## src/rtl/gate_code_sender.sv

```systemverilog
`default_nettype none
// ============================================================================
// Module   : gate_code_sender
// Purpose  : Sends a latched 16-bit code to the gate controller one nibble per
//            cycle, then retries or finishes based on the green/red lamps.
// Revision : 1.0
// ============================================================================
module gate_code_sender #(
    parameter int DIGITS       = 4,
    parameter int DIGIT_W      = 5,
    parameter int MAX_RETRY    = 2,
    parameter int RESP_TIMEOUT = 16,
    parameter int RETRY_GAP    = 2
) (
    input  logic                  clk,
    input  logic                  rst,
    input  logic [4*DIGITS-1:0]   code,
    input  logic                  start,
    input  logic                  abort,
    input  logic                  gate_green,
    input  logic                  gate_red,
    output logic [DIGIT_W-1:0]    pass_digit,
    output logic                  in_enable,
    output logic                  busy,
    output logic                  done,
    output logic                  accepted,
    output logic                  rejected,
    output logic                  timeout,
    output logic [1:0]            retries_used
);

    localparam int KW = $clog2(DIGITS + 2);
    localparam int TW = $clog2(RESP_TIMEOUT + 1);
    localparam int GW = (RETRY_GAP > 0) ? $clog2(RETRY_GAP + 1) : 1;

    localparam logic [2:0] ST_IDLE      = 3'd0;
    localparam logic [2:0] ST_SEND      = 3'd1;
    localparam logic [2:0] ST_WAIT_RESP = 3'd2;
    localparam logic [2:0] ST_GAP       = 3'd3;
    localparam logic [2:0] ST_FIN       = 3'd4;

    logic [2:0]             state_q,      state_d;
    logic [KW-1:0]          k_q,          k_d;
    logic [TW-1:0]          tcnt_q,       tcnt_d;
    logic [GW-1:0]          gcnt_q,       gcnt_d;
    logic [4*DIGITS-1:0]    code_q,       code_d;
    logic [1:0]             retries_q,    retries_d;
    logic [DIGIT_W-1:0]     pass_digit_q, pass_digit_d;
    logic                   in_enable_q,  in_enable_d;
    logic                   busy_q,       busy_d;
    logic                   done_q,       done_d;
    logic                   accepted_q,   accepted_d;
    logic                   rejected_q,   rejected_d;
    logic                   timeout_q,    timeout_d;

    logic [3:0]             w_nibble;

    always_comb begin
        w_nibble = 4'd0;
        for (int i = 0; i < DIGITS; i++) begin
            if (k_q == KW'(i)) begin
                w_nibble = code_q[4*i +: 4];
            end
        end
    end

    // SEND spans DIGITS+2 cycles: each edge with k<=DIGITS loads the slot shown
    // in the following cycle, and the final edge drops in_enable as the state
    // moves on to WAIT_RESP.
    always_comb begin
        state_d      = state_q;
        k_d          = k_q;
        tcnt_d       = tcnt_q;
        gcnt_d       = gcnt_q;
        code_d       = code_q;
        retries_d    = retries_q;
        pass_digit_d = '0;
        in_enable_d  = 1'b0;
        busy_d       = busy_q;
        done_d       = 1'b0;
        accepted_d   = accepted_q;
        rejected_d   = rejected_q;
        timeout_d    = timeout_q;

        case (state_q)
            ST_IDLE: begin
                busy_d = 1'b0;
                if (start && !abort) begin
                    code_d     = code;
                    retries_d  = 2'd0;
                    accepted_d = 1'b0;
                    rejected_d = 1'b0;
                    timeout_d  = 1'b0;
                    k_d        = '0;
                    busy_d     = 1'b1;
                    state_d    = ST_SEND;
                end
            end

            ST_SEND: begin
                if (k_q <= KW'(DIGITS)) begin
                    in_enable_d  = 1'b1;
                    pass_digit_d = (k_q < KW'(DIGITS)) ? DIGIT_W'(w_nibble) : '0;
                    k_d          = k_q + KW'(1);
                end else begin
                    tcnt_d  = '0;
                    state_d = ST_WAIT_RESP;
                end
            end

            ST_WAIT_RESP: begin
                if (gate_green) begin
                    accepted_d = 1'b1;
                    done_d     = 1'b1;
                    state_d    = ST_FIN;
                end else if (gate_red && (retries_q < 2'(MAX_RETRY))) begin
                    retries_d = retries_q + 2'd1;
                    gcnt_d    = '0;
                    k_d       = '0;
                    state_d   = (RETRY_GAP == 0) ? ST_SEND : ST_GAP;
                end else if (gate_red) begin
                    rejected_d = 1'b1;
                    done_d     = 1'b1;
                    state_d    = ST_FIN;
                end else if (tcnt_q == TW'(RESP_TIMEOUT - 1)) begin
                    timeout_d = 1'b1;
                    done_d    = 1'b1;
                    state_d   = ST_FIN;
                end else begin
                    tcnt_d = tcnt_q + TW'(1);
                end
            end

            ST_GAP: begin
                if (gcnt_q == GW'(RETRY_GAP - 1)) begin
                    k_d     = '0;
                    state_d = ST_SEND;
                end else begin
                    gcnt_d = gcnt_q + GW'(1);
                end
            end

            ST_FIN: begin
                busy_d  = 1'b0;
                state_d = ST_IDLE;
            end

            default: begin
                busy_d  = 1'b0;
                state_d = ST_IDLE;
            end
        endcase

        // Abort silently drops the transaction; the retry count is kept for diagnosis.
        if (abort && (state_q != ST_IDLE)) begin
            state_d      = ST_IDLE;
            retries_d    = retries_q;
            pass_digit_d = '0;
            in_enable_d  = 1'b0;
            busy_d       = 1'b0;
            done_d       = 1'b0;
            accepted_d   = 1'b0;
            rejected_d   = 1'b0;
            timeout_d    = 1'b0;
        end
    end

    always_ff @(posedge clk or negedge rst) begin
        if (!rst) begin
            state_q      <= ST_IDLE;
            k_q          <= '0;
            tcnt_q       <= '0;
            gcnt_q       <= '0;
            code_q       <= '0;
            retries_q    <= 2'd0;
            pass_digit_q <= '0;
            in_enable_q  <= 1'b0;
            busy_q       <= 1'b0;
            done_q       <= 1'b0;
            accepted_q   <= 1'b0;
            rejected_q   <= 1'b0;
            timeout_q    <= 1'b0;
        end else begin
            state_q      <= state_d;
            k_q          <= k_d;
            tcnt_q       <= tcnt_d;
            gcnt_q       <= gcnt_d;
            code_q       <= code_d;
            retries_q    <= retries_d;
            pass_digit_q <= pass_digit_d;
            in_enable_q  <= in_enable_d;
            busy_q       <= busy_d;
            done_q       <= done_d;
            accepted_q   <= accepted_d;
            rejected_q   <= rejected_d;
            timeout_q    <= timeout_d;
        end
    end

    assign pass_digit   = pass_digit_q;
    assign in_enable    = in_enable_q;
    assign busy         = busy_q;
    assign done         = done_q;
    assign accepted     = accepted_q;
    assign rejected     = rejected_q;
    assign timeout      = timeout_q;
    assign retries_used = retries_q;

endmodule
`default_nettype wire

```

## config.mk

```make
export PLATFORM = sky130hd
export DESIGN_NAME = gate_code_sender
export DESIGN_NICKNAME = d
export VERILOG_FILES = /design/src/rtl/gate_code_sender.sv
export SDC_FILE = /design/constraint.sdc
export NUM_CORES = 1
export LEC_CHECK = 0
export ABC_AREA = 1
export CAP_MARGIN = 0
export CORE_UTILIZATION = 30
export CTS_CLUSTER_DIAMETER = 40
export DETAILED_ROUTE_END_ITERATION = 6
export HOLD_SLACK_MARGIN = 0.12
export PLACE_DENSITY_LB_ADDON = 0.3
export SYNTH_ARGS = -nofsm -noshare
export SYNTH_HDL_FRONTEND = slang
export SYNTH_SLANG_ARGS = --single-unit
```

## constraint.sdc

```tcl
create_clock -name clk -period 3.4 [get_ports clk]
set_input_delay 0.85 -clock clk [delete_from_list [all_inputs] [get_ports clk]]
set_output_delay 0.85 -clock clk [all_outputs]
set_load 0.01 [all_outputs]
```

After elaboration in Yosys (flattened, before gate mapping) --
Cells that the tools add are included.
Cells by class: $add $sub $neg 4, $lt $le $gt $ge 3, eq/ne operators 29, multiplexer cells 64, bitwise gates (word level) 1, reduce and logical (&&, ||, !) cells 22
Operator list (number):
- 3-bit 2-to-1 mux | 13
- 5-bit 2-to-1 mux | 6
- 4-bit 2-to-1 mux | 7
- 3-bit inequality test (second input constant) | 9
- 3-bit case mux with 4 select lines | 2
- 1-bit 2-to-1 mux | 23
- 2-bit inequality test (second input constant) | 10
- 6-bit AND reduction | 3
- 3-bit by 2-bit == test with 1-bit output (second input constant) | 4
- 2-bit 2-to-1 mux | 6
- 5-bit case mux with 2 select lines | 1
- 5-bit AND reduction | 2
- 1-bit case mux with 2 select lines | 4
- 2-bit case mux with 2 select lines | 2
- 4-bit AND reduction | 2
- 3-bit by 1-bit == test with 1-bit output (second input constant) | 2
- 3-bit zero test | 2
- 6-bit inequality test (second input constant) | 1
- 2-bit nonzero test | 3
- 3-bit nonzero test | 2
- 5-bit by 1-bit adder with 5-bit output (second input constant) | 1
- 5-bit by 4-bit == test with 1-bit output (second input constant) | 1
- 2-bit by 1-bit adder with 2-bit output (second input constant) | 2
- 4-bit nonzero test | 1
- other kinds (12) | 14
Storage, ports and cells: register bits 42, output and inout port bits 13, logic and storage cells 136

Logic depth before layout (Yosys ltp) --
Gate-level depths: netlist (run 1).
depth in word-level cells 9, gate-level depth with buffers 11, gate-level depth less buffers 11

Least setup slack after synthesis (run 1) --
OpenSTA, ideal clock, no wires.
kind input port to flip-flop, from input port abort, to register code_q[4], library setup time 0.126 ns, data arrival time 1.422 ns, required time 3.274 ns, setup slack 1.852 ns, stages 5, cells stage by stage inv_2 > nand4_2 > buf_4 > nand2_1 > o21ai_0
On the way: cells in the longest elaborated chain, start to end 3
RTL lines:
- start: declaration | RTL line 19 | input logic abort,
- 1-bit zero test | RTL line 88 | if (start && !abort) begin
- 1-bit logical AND | RTL line 88
- 2-bit AND reduction (no source line)
- end signal: assignment | RTL line 188 | code_q <= code_d;
- end: declaration | RTL line 46 | logic [4*DIGITS-1:0] code_q, code_d;
No other way between the ends. A chain may end at the register's enable or synchronous reset.

Worst setup path in the final report (run 1) --
from register retries_q[0] (netlist: retries_used[0]), to output port retries_used[0]
RTL lines:
- start: declaration | RTL line 47 | logic [1:0] retries_q, retries_d;
- start signal: assignment | RTL line 189 | retries_q <= retries_d;
- end: declaration | RTL line 29 | output logic [1:0] retries_used
No word-level cell between the ends.

==> flow_metrics.env, run 1 <==
export IMPL_status="complete, no violations"
export IMPL_ys_ff_latch=41
export IMPL_post_dp_hpwl_mm=3.49
export IMPL_drt_iter0_markers=124
export IMPL_syn_nets=315
export IMPL_cts_sinks=41
export IMPL_numPortBuffers=33
export IMPL_tightest_slew_ns=0.914
export IMPL_syn_area_per_cell_um2=7.91
export IMPL_netlist_instances=285
export IMPL_gp_congestion=0.854
export IMPL_grt_setup_unrepaired="false"
export IMPL_diodes=0
export IMPL_rows=31
export IMPL_root_buffer="clkbuf_8"
export IMPL_grt_pass1_vias=1677
export IMPL_die_x_um=88.7
export IMPL_async_reset_ff_share_pct=100
export IMPL_grt_max_degree=42
export IMPL_route_detailed_drc=0
export IMPL_wl_per_cell_um=11.2
export IMPL_path_delay_family="buffers and inverters"
export IMPL_cp_num_cells=1
export IMPL_synth_top_area_cell="dfrtp_1"
export IMPL_critPathArrivalTime_ns=1.25
export IMPL_drtPass1Iterations=4
export IMPL_cp_cell_sequence="clkdlybuf4s50_1"
export IMPL_critPathBufInv=1
export IMPL_crit_path_max_fanout=4
export IMPL_grt_pass1_wl_mm=7.96
export IMPL_crit_path_start_kind="flop"
export IMPL_post_cts_setup_buffers=0
export IMPL_cp_slowest_cell="clkdlybuf4s50_1"
export IMPL_grt_remaining_overflow=0
export IMPL_grt_use_total_pct=13.4
export IMPL_dieArea_mm2=0.00786
export IMPL_hold_path_class="flop to flop"
export IMPL_yosysTopAreaCellShare_pct=45.5
export IMPL_die_h_um=88.7
export IMPL_numCtsBuffers=5
export IMPL_setup_tns_ns=0
export IMPL_final_max_slew_violation_count=0
export IMPL_r2r_cells=11
export IMPL_synthToLayoutAreaGrowth_pct=23.3
export IMPL_synthTopCellsByArea="dfrtp_1 (46%), nand2_1 (13%), inv_1 (7.2%)"
export IMPL_finalCriticalPeriod_ns=2.10
export IMPL_critical_path_max_stage_delay_ns=0.55
export IMPL_hold_viol=0
export IMPL_avgViaCountPerCell=4.45
export IMPL_slew_headroom_pct=39.1
export IMPL_fin_crit_sh_pct=61.8
export IMPL_hold_start="tcnt_q[4]"
export IMPL_timing_max_cap_violations=0
export IMPL_place_area_mm2=0.00266
export IMPL_boundaryPins=35
export IMPL_clk_path_buf_depth=2
export IMPL_max_freq_mhz=476
export IMPL_crit_required_ns=2.55
export IMPL_drt_total_wl_mm=4.68
export IMPL_final_area_mm2=0.00278
export IMPL_leakagePower_nw=1.40
export IMPL_fin_cells=420
export IMPL_clkLatencyLatePin_ns=0.30
export IMPL_layout_nets=350
export IMPL_fillCellCount=780
export IMPL_synth_edff_count=0
export IMPL_synth_distinct_cells=28
export IMPL_p_total_w=0.00201
export IMPL_cts_hold_buf=0
export IMPL_hold_end="tcnt_q[4]"
export IMPL_place_inst=412
export IMPL_holdPathStages=2
export IMPL_r2r_slack_ns=1.70
export IMPL_floorplan_initialDensity_pct=31.1
export IMPL_ant_nets=0
export IMPL_crit_type="flop to primary output"
export IMPL_p_per_area_mw_per_mm2=724
export IMPL_worst_setup_path_end_kind="primary output"
export IMPL_h_tree_depth=2
export IMPL_report_final_setup_viol=0
export IMPL_synth_main_ff_cell="dfrtp_1"
export IMPL_cts_resized=0
export IMPL_drive_above_1_share_pct=9.03
export IMPL_rr_endpoint="state_q[1]"
export IMPL_syn_cell_area_mm2=0.00225
export IMPL_tritoncts="done"
export IMPL_skew_ns=0.00513
export IMPL_vias=1871
export IMPL_yosys_warnings=0
export IMPL_antenna_found_initial=0
export IMPL_clk_pin_slew_ns=0.08
export IMPL_reg2reg_from="tcnt_q[0]"
export IMPL_coreArea_mm2=0.00725
export IMPL_peakVddDrop_uv=166
export IMPL_ys_seq_area_share_pct=45.5
## power by group
group	internal, W	switching [W]	total, W
Combinational	0.000329	0.000476	0.000805
Clock	0.000220	0.000181	0.000401
Sequential	0.000659	0.000147	0.000806
## layout make-up
| class | count | area (um2) | area share, % |
|---|---|---|---|
| Multi-Input combinational cell | 191 | 995 | 35.8 |
| Sequential cell | 41 | 1030 | 36.9 |
| Clock inverter | 3 | 46.3 | 1.67 |
| Timing Repair Buffer | 35 | 340 | 12.3 |
| Clock buffer | 5 | 68.8 | 2.48 |
| Tap cell | 99 | 124 | 4.46 |
| Inverter | 46 | 178 | 6.40 |
## kinds of logic after synthesis
kind of cell	count (synthesis)	share of synthesized area, %
AND/OR/NAND/NOR	135	27.7
buffers and inverters	53	10.3
AO/OA/AOI/OAI	47	11.9
flip-flops	41	45.5
adder cells (fa/ha/maj)	8	4.44
other	1	0.166
## metrics by stage
| step | hold WS [ns] | util (%) | setup WS, ns |
|---|---|---|---|
| 4_1_cts | 0.488 | 38.3 | 1.29 |
| 3_5_place_dp | 0.468 | 36.7 | 1.16 |
| 5_1_grt | 0.525 | 38.3 | 1.26 |
| 6_report | 0.481 | 38.3 | 1.30 |
| 3_3_place_gp | 0.461 | 36.7 | 1.16 |
| 2_1_floorplan | 0.442 | - | 1.85 |
## cell usage in the layout (no fill, tap or decap), types with 5 or more instances in the layout
| cell | count |
|---|---|
| nand2_1 | 79 |
| inv_1 | 43 |
| dfrtp_1 | 41 |
| clkdlybuf4s50_1 | 32 |
| nand3_1 | 20 |
| o21ai_0 | 16 |
| nor2_1 | 15 |
| a21oi_1 | 11 |
| o21ai_1 | 10 |
| ha_1 | 8 |
| clkbuf_8 | 5 |
## how the worst max path moves through the flow
stage / startpoint / endpoint / slack (ns)
2_1_floorplan: abort / code_q[4] / 1.85
3_3_place_gp: abort / timeout / 1.16
3_5_place_dp: abort / rejected / 1.16
4_1_cts: retries_used[0] / retries_used[0] / 1.29
5_1_grt: retries_used[0] / retries_used[0] / 1.26
6_report: retries_used[0] / retries_used[0] / 1.30
## flip-flops by register name, summed over array words and instances (netlist names)
signal and count:
gcnt_q 2, rejected 1, tcnt_q 5, k_q 3, timeout 1, code_q 16, pass_digit 4, in_enable 1
state_q 3, done 1, busy 1, retries_used 2, accepted 1
## metal layers
| layer | up-vias | wire length (um) | GRT usage [%] |
|---|---|---|---|
| li1 | 981 | - | - |
| met1 | 851 | 2300 | 17.9 |
| met2 | 31 | 2160 | 21.3 |
| met3 | 8 | 141 | 2.71 |
| met4 | 0 | 79 | 5.28 |
| met5 | - | 0 | 0 |
## synth_stat cells, types with 4 or more instances
library cell,count
nand3_1,20
ha_1,8
nor2_1,15
a21oi_1,11
inv_1,43
o21ai_0,16
nand2_1,79
o2111ai_1,4
o211ai_1,4
dfrtp_1,41
o21ai_1,10
nand2_2,4
nand4_1,4
Note: power is estimated with default switching activity, not from simulation.
==> run 2: changes to the inputs <==
==> constraint.sdc (replaced) <==
create_clock -name clk -period 2.1 [get_ports clk]
set_input_delay 0.525 -clock clk [delete_from_list [all_inputs] [get_ports clk]]
set_output_delay 0.525 -clock clk [all_outputs]
set_load 0.01 [all_outputs]
==> run 2 against run 1 <==
Net effect:
- first-iteration DRC count is 29% lower
- sequential power grew 61%
- sequential share of layout area decreased by 0.12 points
- global-route usage grew 0.54 points
- combinational power grew 63%
- critical path type unchanged
- routed wire length rose by 1.3%
- register-to-register slack lost 1.3 ns
- final cell count did not move
- die area unchanged
- setup slack worse by 0.96 ns
- clock power rose by 53%
- non-clock buffer count grew 1
==> flow_metrics.env, run 2 (same netlist as run 1, synthesis figures left out) <==
export IMPL_status="complete, no violations"
export IMPL_regMostFlops="code_q"
export IMPL_peakVddDrop_uv=265
export IMPL_numPortBuffers=33
export IMPL_hold_ws_ns=0.217
export IMPL_grt_use_total_pct=14.0
export IMPL_root_buffer="clkbuf_8"
export IMPL_clk_pin_slew_ns=0.08
export IMPL_grt_pass1_wl_mm=8.42
export IMPL_dr_wl_met2_mm=2.21
export IMPL_boundaryPins=35
export IMPL_leakagePower_nw=1.41
export IMPL_grt_pass1_vias=1825
export IMPL_cts_hold_buf=0
export IMPL_hold_viol=0
export IMPL_critical_path_max_stage_delay_ns=0.55
export IMPL_largest_reg_flops=16
export IMPL_max_freq_mhz=570
export IMPL_setup_tns_ns=0
export IMPL_post_cts_setup_buffers=0
export IMPL_reg2reg_from="tcnt_q[0]"
export IMPL_final_common_cell="nand2_1"
export IMPL_final_max_slew_violation_count=0
export IMPL_pre_cts_slack_ns=0.182
export IMPL_drtPass1Iterations=4
export IMPL_ant_nets=0
export IMPL_cts_resized=0
export IMPL_floorplan_initialDensity_pct=31.1
export IMPL_rr_endpoint="tcnt_q[4]"
export IMPL_slew_headroom_pct=62.2
export IMPL_rows=31
export IMPL_critPathArrivalTime_ns=1.23
export IMPL_post_dp_hpwl_mm=3.60
export IMPL_layout_nets=351
export IMPL_crit_required_ns=1.57
export IMPL_diodes=0
export IMPL_coreArea_mm2=0.00725
export IMPL_crit_path_max_fanout=4
export IMPL_drive_above_1_share_pct=9.03
export IMPL_h_tree_depth=2
export IMPL_crit_path_start_kind="flop"
export IMPL_die_h_um=88.7
export IMPL_cts_sinks=41
export IMPL_timing_max_cap_violations=0
export IMPL_route_detailed_drc=0
export IMPL_finalCriticalPeriod_ns=1.76
export IMPL_worst_setup_path_end_kind="primary output"
export IMPL_fillCellCount=793
export IMPL_clk_path_buf_depth=2
export IMPL_tritoncts="done"
export IMPL_cp_cell_sequence="clkdlybuf4s50_1"
export IMPL_r2r_slack_ns=0.44
export IMPL_grt_max_degree=33
export IMPL_antenna_found_initial=0
export IMPL_setup_slack_ns=0.345
export IMPL_gp_congestion=0.874
export IMPL_cp_slowest_cell="clkdlybuf4s50_1"
export IMPL_hold_path_class="input port to async pin"
export IMPL_r2r_cells=10
export IMPL_clkLatencyLatePin_ns=0.29
export IMPL_p_per_area_mw_per_mm2=1160
export IMPL_tightest_slew_ns=0.567
export IMPL_synthToLayoutAreaGrowth_pct=23.7
export IMPL_met3_length_um=174
export IMPL_grt_setup_unrepaired="false"
export IMPL_drt_total_wl_mm=4.75
export IMPL_crit_start="retries_used[0]"
export IMPL_cp_num_cells=1
export IMPL_numCtsBuffers=5
export IMPL_dieArea_mm2=0.00786
export IMPL_report_final_setup_viol=0
export IMPL_die_x_um=88.7
export IMPL_multi_input_area_um2=995
export IMPL_critPathBufInv=1
export IMPL_wl_per_cell_um=11.3
export IMPL_avgViaCountPerCell=4.53
export IMPL_fin_crit_sh_pct=83.6
export IMPL_seq_area_mm2=0.00103
export IMPL_grt_remaining_overflow=0
export IMPL_vias=1904
export IMPL_crit_type="flop to primary output"
export IMPL_final_cell_mix="nand2_1 (79), inv_1 (43), dfrtp_1 (41)"
export IMPL_top_layer_used="met4"
export IMPL_met1_length_mm=2.26
export IMPL_skew_ns=0.00353
export IMPL_path_delay_family="buffers and inverters"
export IMPL_drt_iter0_markers=88
-- run 2: changes by cell type in the layout (fill, tap and decap cells not counted), sizes merged --
cell	change
buf	+1
clkinvlp	-1
-- run 2: worst max path at each step --
stage / slack, ns / endpoint
floorplan: 0.59 / tcnt_q[3]
global placement: 0.18 / k_q[1]
detailed placement: 0.18 / k_q[2]
CTS: 0.33 / retries_used[0]
global route: 0.20 / tcnt_q[0]
finish: 0.34 / retries_used[0]
-- run 2: layout make-up --
cell class / instances / share of cell area [%]
Multi-Input combinational cell: 191 / 35.7
Sequential cell: 41 / 36.8
Timing Repair Buffer: 36 / 12.9
Clock inverter: 2 / 1.26
Tap cell: 99 / 4.45
Inverter: 46 / 6.38
Clock buffer: 5 / 2.47
-- run 2: metrics by stage --
| step | cell area (um2) | util [%] | power (W) | cells |
|---|---|---|---|---|
| after floorplan | 2250 | - | 0.00221 | 285 |
| after detailed placement | 2680 | 37.0 | 0.00263 | 413 |
| final | 2790 | 38.4 | 0.00322 | 420 |
| after global placement | 2680 | 37.0 | 0.00260 | 413 |
| after CTS | 2790 | 38.4 | 0.00326 | 420 |
| after global routing | 2790 | 38.4 | 0.00352 | 420 |
-- run 2: routing by layer --
metal	GRT usage [%]	vias up
met1	18.5	877
met2	22.2	33
met4	5.72	0
li1	-	988
met3	2.99	6
met5	0	-
-- run 2: report_power, final --
group	switching [W]	leakage [nW]	total, W	internal [W]
logic	0.000770	0.815	0.00131	0.000537
clock network	0.000267	0.0540	0.000613	0.000345
registers	0.000234	0.536	0.00130	0.00107
==> run 3: changes to the inputs <==
==> constraint.sdc (replaced) <==
create_clock -name clk -period 1.7 [get_ports clk]
set_input_delay 0.425 -clock clk [delete_from_list [all_inputs] [get_ports clk]]
set_output_delay 0.425 -clock clk [all_outputs]
set_load 0.01 [all_outputs]
==> run 3 against run 2 <==
Net effect:
- combinational power increased by 32%
- sequential power increased by 21%
- final area rose by 3.3%
- sequential cell count unchanged
- global-route usage down 0.50 points
- largest power group unchanged
- critical path type unchanged
- core utilization grew 1.3 points
- sequential share of layout area is 1.2 points lower
==> flow_metrics.env, run 3 (same netlist as run 1, synthesis figures left out) <==
export IMPL_largest_reg_flops=16
export IMPL_p_total_w=0.00395
export IMPL_worst_setup_path_end_kind="primary output"
export IMPL_boundaryPins=35
export IMPL_critPathArrivalTime_ns=1.22
export IMPL_regMostFlops="code_q"
export IMPL_synthToLayoutAreaGrowth_pct=27.7
export IMPL_die_x_um=88.7
export IMPL_setup_tns_ns=0
export IMPL_final_common_cell="nand2_1"
export IMPL_crit_path_max_fanout=3
export IMPL_drive_above_1_share_pct=12.3
export IMPL_coreArea_mm2=0.00725
export IMPL_avgViaCountPerCell=4.43
export IMPL_setup_slack_ns=0.0577
export IMPL_grt_remaining_overflow=0
export IMPL_vias=1915
export IMPL_cp_slowest_cell="clkdlybuf4s50_1"
export IMPL_status="complete, no violations"
export IMPL_r2r_cells=10
export IMPL_place_inst=423
export IMPL_fillCellCount=735
export IMPL_holdPathStages=2
export IMPL_path_delay_family="buffers and inverters"
export IMPL_numPortBuffers=33
export IMPL_rows=31
export IMPL_report_final_setup_viol=0
export IMPL_cp_num_cells=1
export IMPL_layout_nets=362
export IMPL_crit_path_start_kind="flop"
export IMPL_fin_cells=432
export IMPL_tritoncts="done"
export IMPL_final_cell_mix="nand2_1 (78), inv_1 (43), dfrtp_1 (41)"
export IMPL_gp_congestion=0.805
export IMPL_dieArea_mm2=0.00786
export IMPL_crit_required_ns=1.27
export IMPL_final_max_slew_violation_count=0
export IMPL_grt_setup_unrepaired="false"
export IMPL_timing_max_cap_violations=0
export IMPL_post_dp_hpwl_mm=3.53
export IMPL_wl_per_cell_um=11.0
export IMPL_drt_iter0_markers=102
export IMPL_peakVddDrop_uv=351
export IMPL_hold_viol=0
export IMPL_p_per_area_mw_per_mm2=1370
export IMPL_fin_crit_sh_pct=96.6
export IMPL_cp_cell_sequence="clkdlybuf4s50_1"
export IMPL_root_buffer="clkbuf_8"
export IMPL_grt_max_degree=42
export IMPL_floorplan_initialDensity_pct=31.1
export IMPL_antenna_found_initial=0
export IMPL_leakagePower_nw=1.47
export IMPL_diodes=0
export IMPL_skew_ns=0.00608
export IMPL_clk_pin_slew_ns=0.08
export IMPL_numCtsBuffers=5
export IMPL_h_tree_depth=2
export IMPL_ant_nets=0
export IMPL_clkLatencyLatePin_ns=0.30
export IMPL_hold_path_class="flop to flop"
export IMPL_critical_path_max_stage_delay_ns=0.54
export IMPL_drtPass1Iterations=4
export IMPL_route_detailed_drc=0
export IMPL_max_freq_mhz=609
export IMPL_critPathBufInv=1
export IMPL_clk_path_buf_depth=2
export IMPL_crit_type="flop to primary output"
export IMPL_drt_total_wl_mm=4.75
export IMPL_pre_cts_slack_ns=-0.0102
export IMPL_cts_sinks=41
export IMPL_finalCriticalPeriod_ns=1.64
export IMPL_grt_pass1_vias=1732
export IMPL_post_cts_setup_buffers=0
export IMPL_grt_use_total_pct=13.5
export IMPL_grt_pass1_wl_mm=8.03
export IMPL_die_h_um=88.7
-- run 3: cell types whose count changed in the layout (fill, tap and decap cells not counted), sizes merged --
cell	before	now
bufinv	1	0
dlymetal6s2s	0	1
clkdlybuf4s50	32	31
buf	4	14
dlygate4sd3	0	1
clkinv	1	2
clkbuf	5	6
-- run 3: where the power goes --
part	switching (W)	internal, W
Sequential	0.000256	0.00132
Combinational	0.000990	0.000739
Clock	0.000357	0.000285
Total	0.00160	0.00234
-- run 3: timing repair --
item                                   in CTS  in global routing
hold buffers                                1                  0
setup endpoints to repair                   0                  6
endpoints found under the hold margin      41                  0
resized for setup                           0                  4
-- run 3: routing by layer --
metal / up-vias / GRT usage, % / wire (um)
met5: - / 0 / 0
met4: 0 / 5.28 / 78
met3: 8 / 2.80 / 145
met2: 34 / 20.9 / 2130
met1: 872 / 18.3 / 2390
li1: 1001 / - / -
-- run 3: cell type report --
| cell class | instances | area (um2) | share of cell area, % |
|---|---|---|---|
| Timing Repair Buffer | 47 | 460 | 16.0 |
| Clock inverter | 2 | 10.0 | 0.348 |
| Tap cell | 99 | 124 | 4.30 |
| Sequential cell | 41 | 1030 | 35.7 |
| Multi-Input combinational cell | 191 | 1010 | 35.0 |
| Inverter | 46 | 178 | 6.17 |
| Clock buffer | 6 | 72.6 | 2.52 |
-- run 3: final timing paths --
path	startpoint	endpoint	slack, ns
max	retries_used[1]	retries_used[1]	0.06
min	tcnt_q[4]	tcnt_q[4]	0.49
max reg2reg	tcnt_q[1]	tcnt_q[3]	0.12
min reg2reg	tcnt_q[4]	tcnt_q[4]	0.49
max in group asynchronous	rst	retries_used[1]	0.87
min in group asynchronous	rst	code_q[9]	0.62
-- run 3: worst reg2reg max path: stages, from the launching register on --
cell and delay [ns]:
dfrtp_1 0.41, ha_2 0.19, nand2_1 0.07, nor2_1 0.05, ha_1 0.16, inv_1 0.08, nand2_2 0.09, o21ai_4 0.20
nand2_2 0.11, nand2_1 0.07, nand2_1 0.05
-- run 3: stage by stage --
stage	hold slack [ns]	utilization [%]	area (um2)
floorplan	0.129	-	2250
global placement	0.417	38.2	2770
detailed placement	0.418	38.2	2770
CTS	0.491	39.5	2860
global route	0.508	39.7	2880
finish	0.485	39.7	2880
==> variant: new RTL, config.mk and constraints of run 2 <==
The parameter `RESP_TIMEOUT` goes from 16 to 32.
--- a/src/rtl/gate_code_sender.sv
+++ b/src/rtl/gate_code_sender.sv
@@ -9,7 +9,7 @@
     parameter int DIGITS       = 4,
     parameter int DIGIT_W      = 5,
     parameter int MAX_RETRY    = 2,
-    parameter int RESP_TIMEOUT = 16,
+    parameter int RESP_TIMEOUT = 32,
     parameter int RETRY_GAP    = 2
 ) (
     input  logic                  clk,
Behaviour: no difference found for any inputs over 10 cycles, from zero or initial values and one cycle with rst low; that may be too few to reach the edited logic, so the function may still have changed.
==> variant against run 2 <==
- total power is 13% higher
- maximum frequency is 0.69% lower
- combinational power is 14% higher
- highest routed layer unchanged
- largest power group unchanged
- area after synthesis is 2.2% higher
- global-route usage is 0.87 points lower
- largest cell class is now multi-input gates
- worst setup slack worse by 12 ps
- clock power is 26% higher
- cell area is 3.7% higher
- wire length is 0.38% lower
- cell count is 6.0% lower
- synthesized cell count is 11% lower
- sequential cell count is 1 higher
- count of clock-buffer cells in the layout stayed put
- critical path type unchanged
==> variant: results (changes against run 2) <==
- Dpl ws: 104 ps (-77.7 ps)
- Layout Nets: 324 (-7.7%)
- Layout cells sized above 1: 22.6% (+14 points)
- Syn_area_per_cell: 9.10 sq um (+15%)
- DR WL met2: 2160 um (-2.4%)
- CP max FO: 2 (-2)
- Synth Net Count: 282 (-10%)
- Vias in the first global route: 1720 (-5.8%)
- Filler Cells Inserted: 712 (-10%)
- Largest net degree at the start of global routing: 43 (+30%)
- P_seq: 0.00137 W (+5%)
- Vias/cell: 4.49 (-1.0%)
- Final WL: 4730 um (-0.38%)
- Layout Skew: 11.3 ps (+7.74 ps)
- Max VDD drop: 0.418 mV (+58%)
- Slew @ Worst Pin: 556 ps (-10.7 ps)
- Met3 Use GR: 2.56% (-0.43 points)
- WL met1: 2310 um (+2.4%)
- Area contributors post-synth: dfrtp_1 (46%), nand2_1 (8.8%), nand3_1 (6.3%), mux2_4 (5.9%), ha_1 (3.8%)
- First-pass GRT wire length: 7960 um (-5.4%)
- Status: finished clean
- DRT iter0 DRCs: 79 (-10%)
- Switching share of power: 36.1% (-3.4 points)
- Global Route Usage Sum: 13.1% (-0.87 points)
- Distinct cell type count after synthesis: 34 (+21%)
- Final GP Congestion: 0.830 (-5.1%)
- Complex-gate fraction of the synthesized area: 7.17% (-4.7 points)
- Register Area: 1050 sq um (+2.4%)
-- variant: cell types whose count changed after synthesis, sizes merged, moves of 3 or more --
cell | run 2 | this run
inv | 46 | 24
mux2 | 0 | 16
nand2 | 84 | 68
o21ai | 28 | 12
nand3 | 22 | 29
a21oi | 11 | 5
or2 | 0 | 5
o2111ai | 4 | 0
buf | 7 | 4
o211ai | 4 | 1
o21bai | 0 | 3
-- variant: cell type report --
type	instances	share of cell area [%]
sequential	42	36.4
clock buffer	5	2.38
timing repair buffer	39	12.8
multi-input combinational	181	38.3
clock inverter	3	2.38
tap	99	4.29
inverter	26	3.42
-- variant: final timing paths --
path / start / endpoint / slack [ps] / cells past startpoint
min: rst / tcnt_q[3] / 280 / 2
min in group clk: rejected / rejected / 480 / 2
min reg2reg: rejected / rejected / 480 / 2
max reg2reg: tcnt_q[0] / tcnt_q[5] / 560 / 9
max: busy / busy / 330 / 1
max in group asynchronous: rst / state_q[1] / 1420 / 2
